==> src/rtl/execute_ctrl_pkg.sv <==
// Shared definitions for the Execute-stage control block: opcodes, condition
// codes, halt sequencing states and the flag-class decode.
package execute_ctrl_pkg;

  localparam logic [3:0] OP_ADD = 4'h0;
  localparam logic [3:0] OP_SUB = 4'h1;
  localparam logic [3:0] OP_XOR = 4'h2;
  localparam logic [3:0] OP_SLL = 4'h4;
  localparam logic [3:0] OP_SRA = 4'h5;
  localparam logic [3:0] OP_ROR = 4'h6;
  localparam logic [3:0] OP_B   = 4'hC;
  localparam logic [3:0] OP_BR  = 4'hD;
  localparam logic [3:0] OP_HLT = 4'hF;

  localparam logic [2:0] CC_NE   = 3'b000;
  localparam logic [2:0] CC_EQ   = 3'b001;
  localparam logic [2:0] CC_GT   = 3'b010;
  localparam logic [2:0] CC_LT   = 3'b011;
  localparam logic [2:0] CC_GTE  = 3'b100;
  localparam logic [2:0] CC_LTE  = 3'b101;
  localparam logic [2:0] CC_OVFL = 3'b110;
  localparam logic [2:0] CC_UNC  = 3'b111;

  typedef enum logic [1:0] {
    ST_RUN    = 2'd0,
    ST_DRAIN  = 2'd1,
    ST_HALTED = 2'd2
  } halt_state_e;

  // Flag mask bit order is {Z, N, V} everywhere in this block.
  function automatic logic [2:0] writes_flags(input logic [3:0] opcode);
    logic [2:0] mask;
    mask = 3'b000;
    case (opcode)
      OP_ADD, OP_SUB:                 mask = 3'b111;
      OP_XOR, OP_SLL, OP_SRA, OP_ROR: mask = 3'b100;
      default:                        mask = 3'b000;
    endcase
    return mask;
  endfunction

endpackage

==> src/rtl/execute_ctrl_branch_cond_eval.sv <==
// Branch condition evaluator: resolves a ccc field against the flags and
// reports which flags the condition depends on ({Z, N, V}).
module branch_cond_eval
  import execute_ctrl_pkg::*;
(
  input  logic       i_cond_valid,
  input  logic [2:0] i_cond,
  input  logic       i_flag_z,
  input  logic       i_flag_n,
  input  logic       i_flag_v,
  output logic       o_cond_true,
  output logic [2:0] o_needs_flags
);

  always_comb begin
    o_cond_true   = 1'b0;
    o_needs_flags = 3'b000;
    case (i_cond)
      CC_NE:   begin o_cond_true = ~i_flag_z;              o_needs_flags = 3'b100; end
      CC_EQ:   begin o_cond_true = i_flag_z;               o_needs_flags = 3'b100; end
      CC_GT:   begin o_cond_true = ~i_flag_z & ~i_flag_n;  o_needs_flags = 3'b110; end
      CC_LT:   begin o_cond_true = i_flag_n;               o_needs_flags = 3'b010; end
      CC_GTE:  begin o_cond_true = i_flag_z | ~i_flag_n;   o_needs_flags = 3'b110; end
      CC_LTE:  begin o_cond_true = i_flag_z | i_flag_n;    o_needs_flags = 3'b110; end
      CC_OVFL: begin o_cond_true = i_flag_v;               o_needs_flags = 3'b001; end
      default: begin o_cond_true = 1'b1;                   o_needs_flags = 3'b000; end
    endcase
    // Gating here keeps a non-branch ID slot from ever looking like a consumer.
    if (!i_cond_valid) begin
      o_cond_true   = 1'b0;
      o_needs_flags = 3'b000;
    end
  end

endmodule

==> src/rtl/execute_ctrl.sv <==
// Execute-stage sequencer: ID/EX control register, flag write enables,
// branch flag-hazard stall, branch resolution and HLT drain/halt.
module execute_ctrl
  import execute_ctrl_pkg::*;
#(
  parameter int DRAIN_CYCLES = 3
) (
  input  logic       clk,
  input  logic       rst_n,
  input  logic       id_valid,
  input  logic [3:0] id_opcode,
  input  logic [2:0] id_cond,
  input  logic       mem_stall,
  input  logic       flag_z,
  input  logic       flag_n,
  input  logic       flag_v,
  output logic       ex_valid,
  output logic [3:0] ex_opcode,
  output logic       en_Z,
  output logic       en_N,
  output logic       en_V,
  output logic       id_stall,
  output logic       branch_taken,
  output logic       halted
);

  localparam logic [3:0] DRAIN_LOAD = 4'(DRAIN_CYCLES);

  logic        r_ex_valid;
  logic [3:0]  r_ex_opcode;
  halt_state_e r_state;
  logic [3:0]  r_cnt;

  logic        w_id_branch;
  logic        w_cond_true;
  logic [2:0]  w_needs_flags;
  logic [2:0]  w_ex_writes;
  logic        w_hazard;
  logic        w_id_stall;
  logic        w_capture;

  assign w_id_branch = id_valid & ((id_opcode == OP_B) | (id_opcode == OP_BR));

  branch_cond_eval u_branch_cond_eval (
    .i_cond_valid  (w_id_branch),
    .i_cond        (id_cond),
    .i_flag_z      (flag_z),
    .i_flag_n      (flag_n),
    .i_flag_v      (flag_v),
    .o_cond_true   (w_cond_true),
    .o_needs_flags (w_needs_flags)
  );

  assign w_ex_writes = writes_flags(r_ex_opcode);
  assign w_hazard    = w_id_branch & r_ex_valid & (|(w_needs_flags & w_ex_writes));
  assign w_id_stall  = w_hazard | mem_stall | (r_state != ST_RUN);
  assign w_capture   = id_valid & ~w_id_stall;

  // Enables fire only on the cycle EX actually advances, so each flag is written once.
  assign en_Z = r_ex_valid & w_ex_writes[2] & ~mem_stall;
  assign en_N = r_ex_valid & w_ex_writes[1] & ~mem_stall;
  assign en_V = r_ex_valid & w_ex_writes[0] & ~mem_stall;

  assign id_stall     = w_id_stall;
  assign branch_taken = w_id_branch & ~w_id_stall & w_cond_true;
  assign ex_valid     = r_ex_valid;
  assign ex_opcode    = r_ex_opcode;
  assign halted       = (r_state == ST_HALTED);

  always_ff @(posedge clk or negedge rst_n) begin
    if (!rst_n) begin
      r_ex_valid  <= 1'b0;
      r_ex_opcode <= 4'h0;
    end else if (!mem_stall) begin
      if (w_capture) begin
        r_ex_valid  <= 1'b1;
        r_ex_opcode <= id_opcode;
      end else begin
        r_ex_valid  <= 1'b0;
        r_ex_opcode <= 4'h0;
      end
    end
  end

  // Drain counts non-stalled edges after HLT lands in EX; HALTED holds until reset.
  always_ff @(posedge clk or negedge rst_n) begin
    if (!rst_n) begin
      r_state <= ST_RUN;
      r_cnt   <= 4'h0;
    end else if (!mem_stall) begin
      case (r_state)
        ST_RUN: begin
          if (w_capture && (id_opcode == OP_HLT)) begin
            r_state <= ST_DRAIN;
            r_cnt   <= DRAIN_LOAD;
          end
        end
        ST_DRAIN: begin
          r_cnt <= r_cnt - 4'h1;
          if (r_cnt <= 4'h1) begin
            r_state <= ST_HALTED;
          end
        end
        ST_HALTED: begin
          r_state <= ST_HALTED;
        end
        default: begin
          r_state <= ST_RUN;
          r_cnt   <= 4'h0;
        end
      endcase
    end
  end

endmodule

==> config.mk <==
export PLATFORM = sky130hd
export DESIGN_NAME = execute_ctrl
export DESIGN_NICKNAME = d
export VERILOG_FILES = /design/src/rtl/execute_ctrl_pkg.sv /design/src/rtl/execute_ctrl_branch_cond_eval.sv /design/src/rtl/execute_ctrl.sv
export SDC_FILE = /design/constraint.sdc
export NUM_CORES = 1
export LEC_CHECK = 0
export BUFFER_PORTS_ARGS = -buffer_cell sky130_fd_sc_hd__buf_2
export CAP_MARGIN = 20
export CORE_MARGIN = 2
export CORE_UTILIZATION = 55
export CTS_BUF_LIST = sky130_fd_sc_hd__clkbuf_4
export DETAILED_ROUTE_END_ITERATION = 16
export PLACE_DENSITY = 0.85
export SLEW_MARGIN = 20
export SYNTH_ARGS = -nofsm -noshare
export SYNTH_HDL_FRONTEND = slang
export SYNTH_SLANG_ARGS = --single-unit
==> constraint.sdc <==
create_clock -name clk -period 3 [get_ports clk]
set_input_delay 0.6 -clock clk [delete_from_list [all_inputs] [get_ports clk]]
set_output_delay 0.6 -clock clk [all_outputs]
set_load 0.02 [all_outputs]
==> flow_summary_export.csv <==
group,metric,value,unit
cts,cts_root_buf,"clkbuf_4",
grt,antenna_found_initial,0,
cts,clkTransAtPathRegs,70,ps
drt,avgViaCountPerCell,6.100,
cts,post_cts_buffers,0,
synth,ys_top_cells_by_area,"dfrtp_1 (36%), ha_1 (8.2%), a32o_1 (3.9%), a2111oi_4 (3.6%), inv_1 (3.4%)",
floorplanning,dieArea,0.001699,mm2
grt,grt-ovfl-total,0,
place,dpl_cell_area,889.6,um2
layout,final_common_cell,"buf_2",
timing,skew,3.677,ps
synth,synth-xor-area-share,0,%
cts,cts_tree,"done",
critical_path,crit_fanout,5,
critical_path,worst_setup_path_end_kind,"output pin",
synth,syn-cell-area,762.0,um2
grt,grt_pass1_vias,674,
cts,cts_resized,0,
layout,drive_above_1_share,34.29,%
synth,synth_mux_area_share,2.956,%
floorplanning,start_util,58.56,%
layout,insertedDiodeCount,0,
timing,setup-violations-final,0,
synth,yosysWarnings,0,
critical_path,crit_arrival,1870,ps
cts,htreeDepth,1,
synth,yosys.area_share.adder,8.210,%
critical_path,start_kind,"input port",
cts,clockBufferDepth,2,
synth,ys_async_sr_fraction,100.0,%
cts,clk_latency,270,ps
layout,fin_util,70.67,%
place,dp_hpwl,1.505,mm
critical_path,crit_required,2400,ps
drt,via_count,732,
place,place.port_buffers,24,
power,p_leak,0.0004518,uW
layout,mostFrequentLayoutCells,"buf_2 (24), dfrtp_1 (11), inv_1 (7)",
layout,layoutNonFillerInstCount,120,
grt,grt_start_max_net_pins,13,
floorplanning,die_h,41.22,um
cts,cts_buffers,3,
synth,synth_top_area_share,36.12,%
layout,nets,125,
grt,grt_pass1_wl,2.891,mm
timing,period_needed,2466,ps
timing,tightest_slew,307.9,ps
synth,yosysUniqueCellTypes,37,
synth,synth_top_family_by_area,"compound AO/OA/AOI/OAI gates",
status,status,"finished clean",
synth,yosys.area_share.simple,17.24,%
drt,finalWirelength,1.880,mm
timing,fmax,405.5,MHz
critical_path,critPathKind,"in2out",
synth,ys.flop_type,"dfrtp_1",
power,powerDensity,697.8,mW/mm2
place,place_inst,116,
synth,avgSynthCellArea,9.645,um2
synth,synth_enable_flop_cells,0,
synth,synth_top_area_cell,"dfrtp_1",
drt,drt-initial-drc-count,11,
flow_run,maxCapViolCount,0,
cts,cts_sinks,11,
synth,synth_fp_nets,98,
drt,ant_nets,0,
floorplanning,die-width,41.22,um
layout,synthToLayoutAreaGrowth,20.69,%
timing,rsz0062_at_grt,"no",
cts,holdBufCountCts,0,
timing,maxSlewViolCount,0,
synth,synth-compound-area-share,30.54,%
synth,ys_seq_elements,11,
floorplanning,ios,25,
synth,synthCells,79,
floorplanning,core,0.001301,mm2
timing,fin_ws,533.7,ps
timing,fin_crit_sh,82.21,%
place,gp_congestion,0.8800,
layout,final_cell_area,919.6,um2
place,dp_slack,551.8,ps
drt,wl_per_cell,15.67,um
synth,yosysSeqAreaShare,36.12,%
timing,tns,0,ps
min_path,hold_path.class,"in2async",
timing,slew_headroom,78.95,%
power,vdd_ir_drop_max,0.4422,mV
grt,grt_usage,27.02,%
floorplanning,row_count,13,
drt,drtPass1Iterations,4,
timing,finalHoldViolCount,0,
drt,drc,0,
==> through the flow <==
stage	hold slack, ps	total power [uW]
2_1_floorplan	304.4	442.0
3_3_place_gp	482.3	518.5
3_5_place_dp	479.6	535.8
4_1_cts	193.0	642.9
5_1_grt	202.5	697.4
6_report	188.2	641.8
==> routing by layer <==
layer	wire (um)	GRT usage [%]	part of all wire, %	vias to the layer above
met4	24	11.29	1.3	0
met2	989	47.66	53	30
met3	137	9.783	7.3	4
met1	728	28.62	39	345
met5	0	0	0	-
li1	-	-	-	353
==> synthesized netlist by cell type, drive strengths merged, types with 2 or more instances <==
master and n:
nor2 5, dfrtp 11, ha 5, a32o 3, o21ai 6, a21o 2, or3 2, a2111oi 2
nand2 4, mux2 2, a21oi 4, nand3 3, a211oi 3, and2 2, o22a 2, o31ai 2
inv 7, a22o 2
==> area by class of cell <==
cell class | instances | area (um2)
multi-input cells | 59 | 449.2
fillers | 112 | 381.6
flip-flops and latches | 11 | 275.3
repair buffers | 24 | 120.1
clock buffers | 4 | 30.03
inverters | 7 | 26.28
well taps | 15 | 18.77
==> flip-flops by register name (all words and copies together) (netlist names) <==
register / cells
r_cnt: 4
r_state: 2
ex_opcode: 4
ex_valid: 1
==> final timing paths <==
kind,startpoint,to,slack [ps],cells past startpoint
max in group asynchronous,rst_n,r_state[1]$_DFFE_PN0P_,2610,1
worst max register to register,r_cnt[0]$_DFFE_PN0P_,r_state[0]$_DFFE_PN0P_,1230,6
worst max-delay path,id_cond[2],branch_taken,530,6
worst min-delay path,rst_n,ex_opcode[1]$_DFFE_PN0N_,190,1
min in group clk,r_state[1]$_DFFE_PN0P_,r_state[1]$_DFFE_PN0P_,560,1
worst min register to register,r_state[1]$_DFFE_PN0P_,r_state[1]$_DFFE_PN0P_,560,1
==> cell families (layout without fill, tap and decap cells) <==
family	after synthesis	in the layout
DFF	11	11
muxes	2	2
AOI/OAI and AO/OA	28	28
adders and majority gates	5	5
and+or+nand+nor	24	24
buffers and inverters	9	35
==> worst max-delay path, stage by stage <==
cell,delay (ps)
buf_2,130
o21ai_1,260
a2111oi_4,130
a211oi_2,360
o311a_1,230
buf_2,160
==> where the power goes <==
part           total (uW)  switching, uW  internal, uW
Sequential            230           43.9           186
Combinational         305            182           123
Clock                 107           46.6          60.5
Total                 642            272           370
No activity file was read; power rests on OpenSTA's default activity.
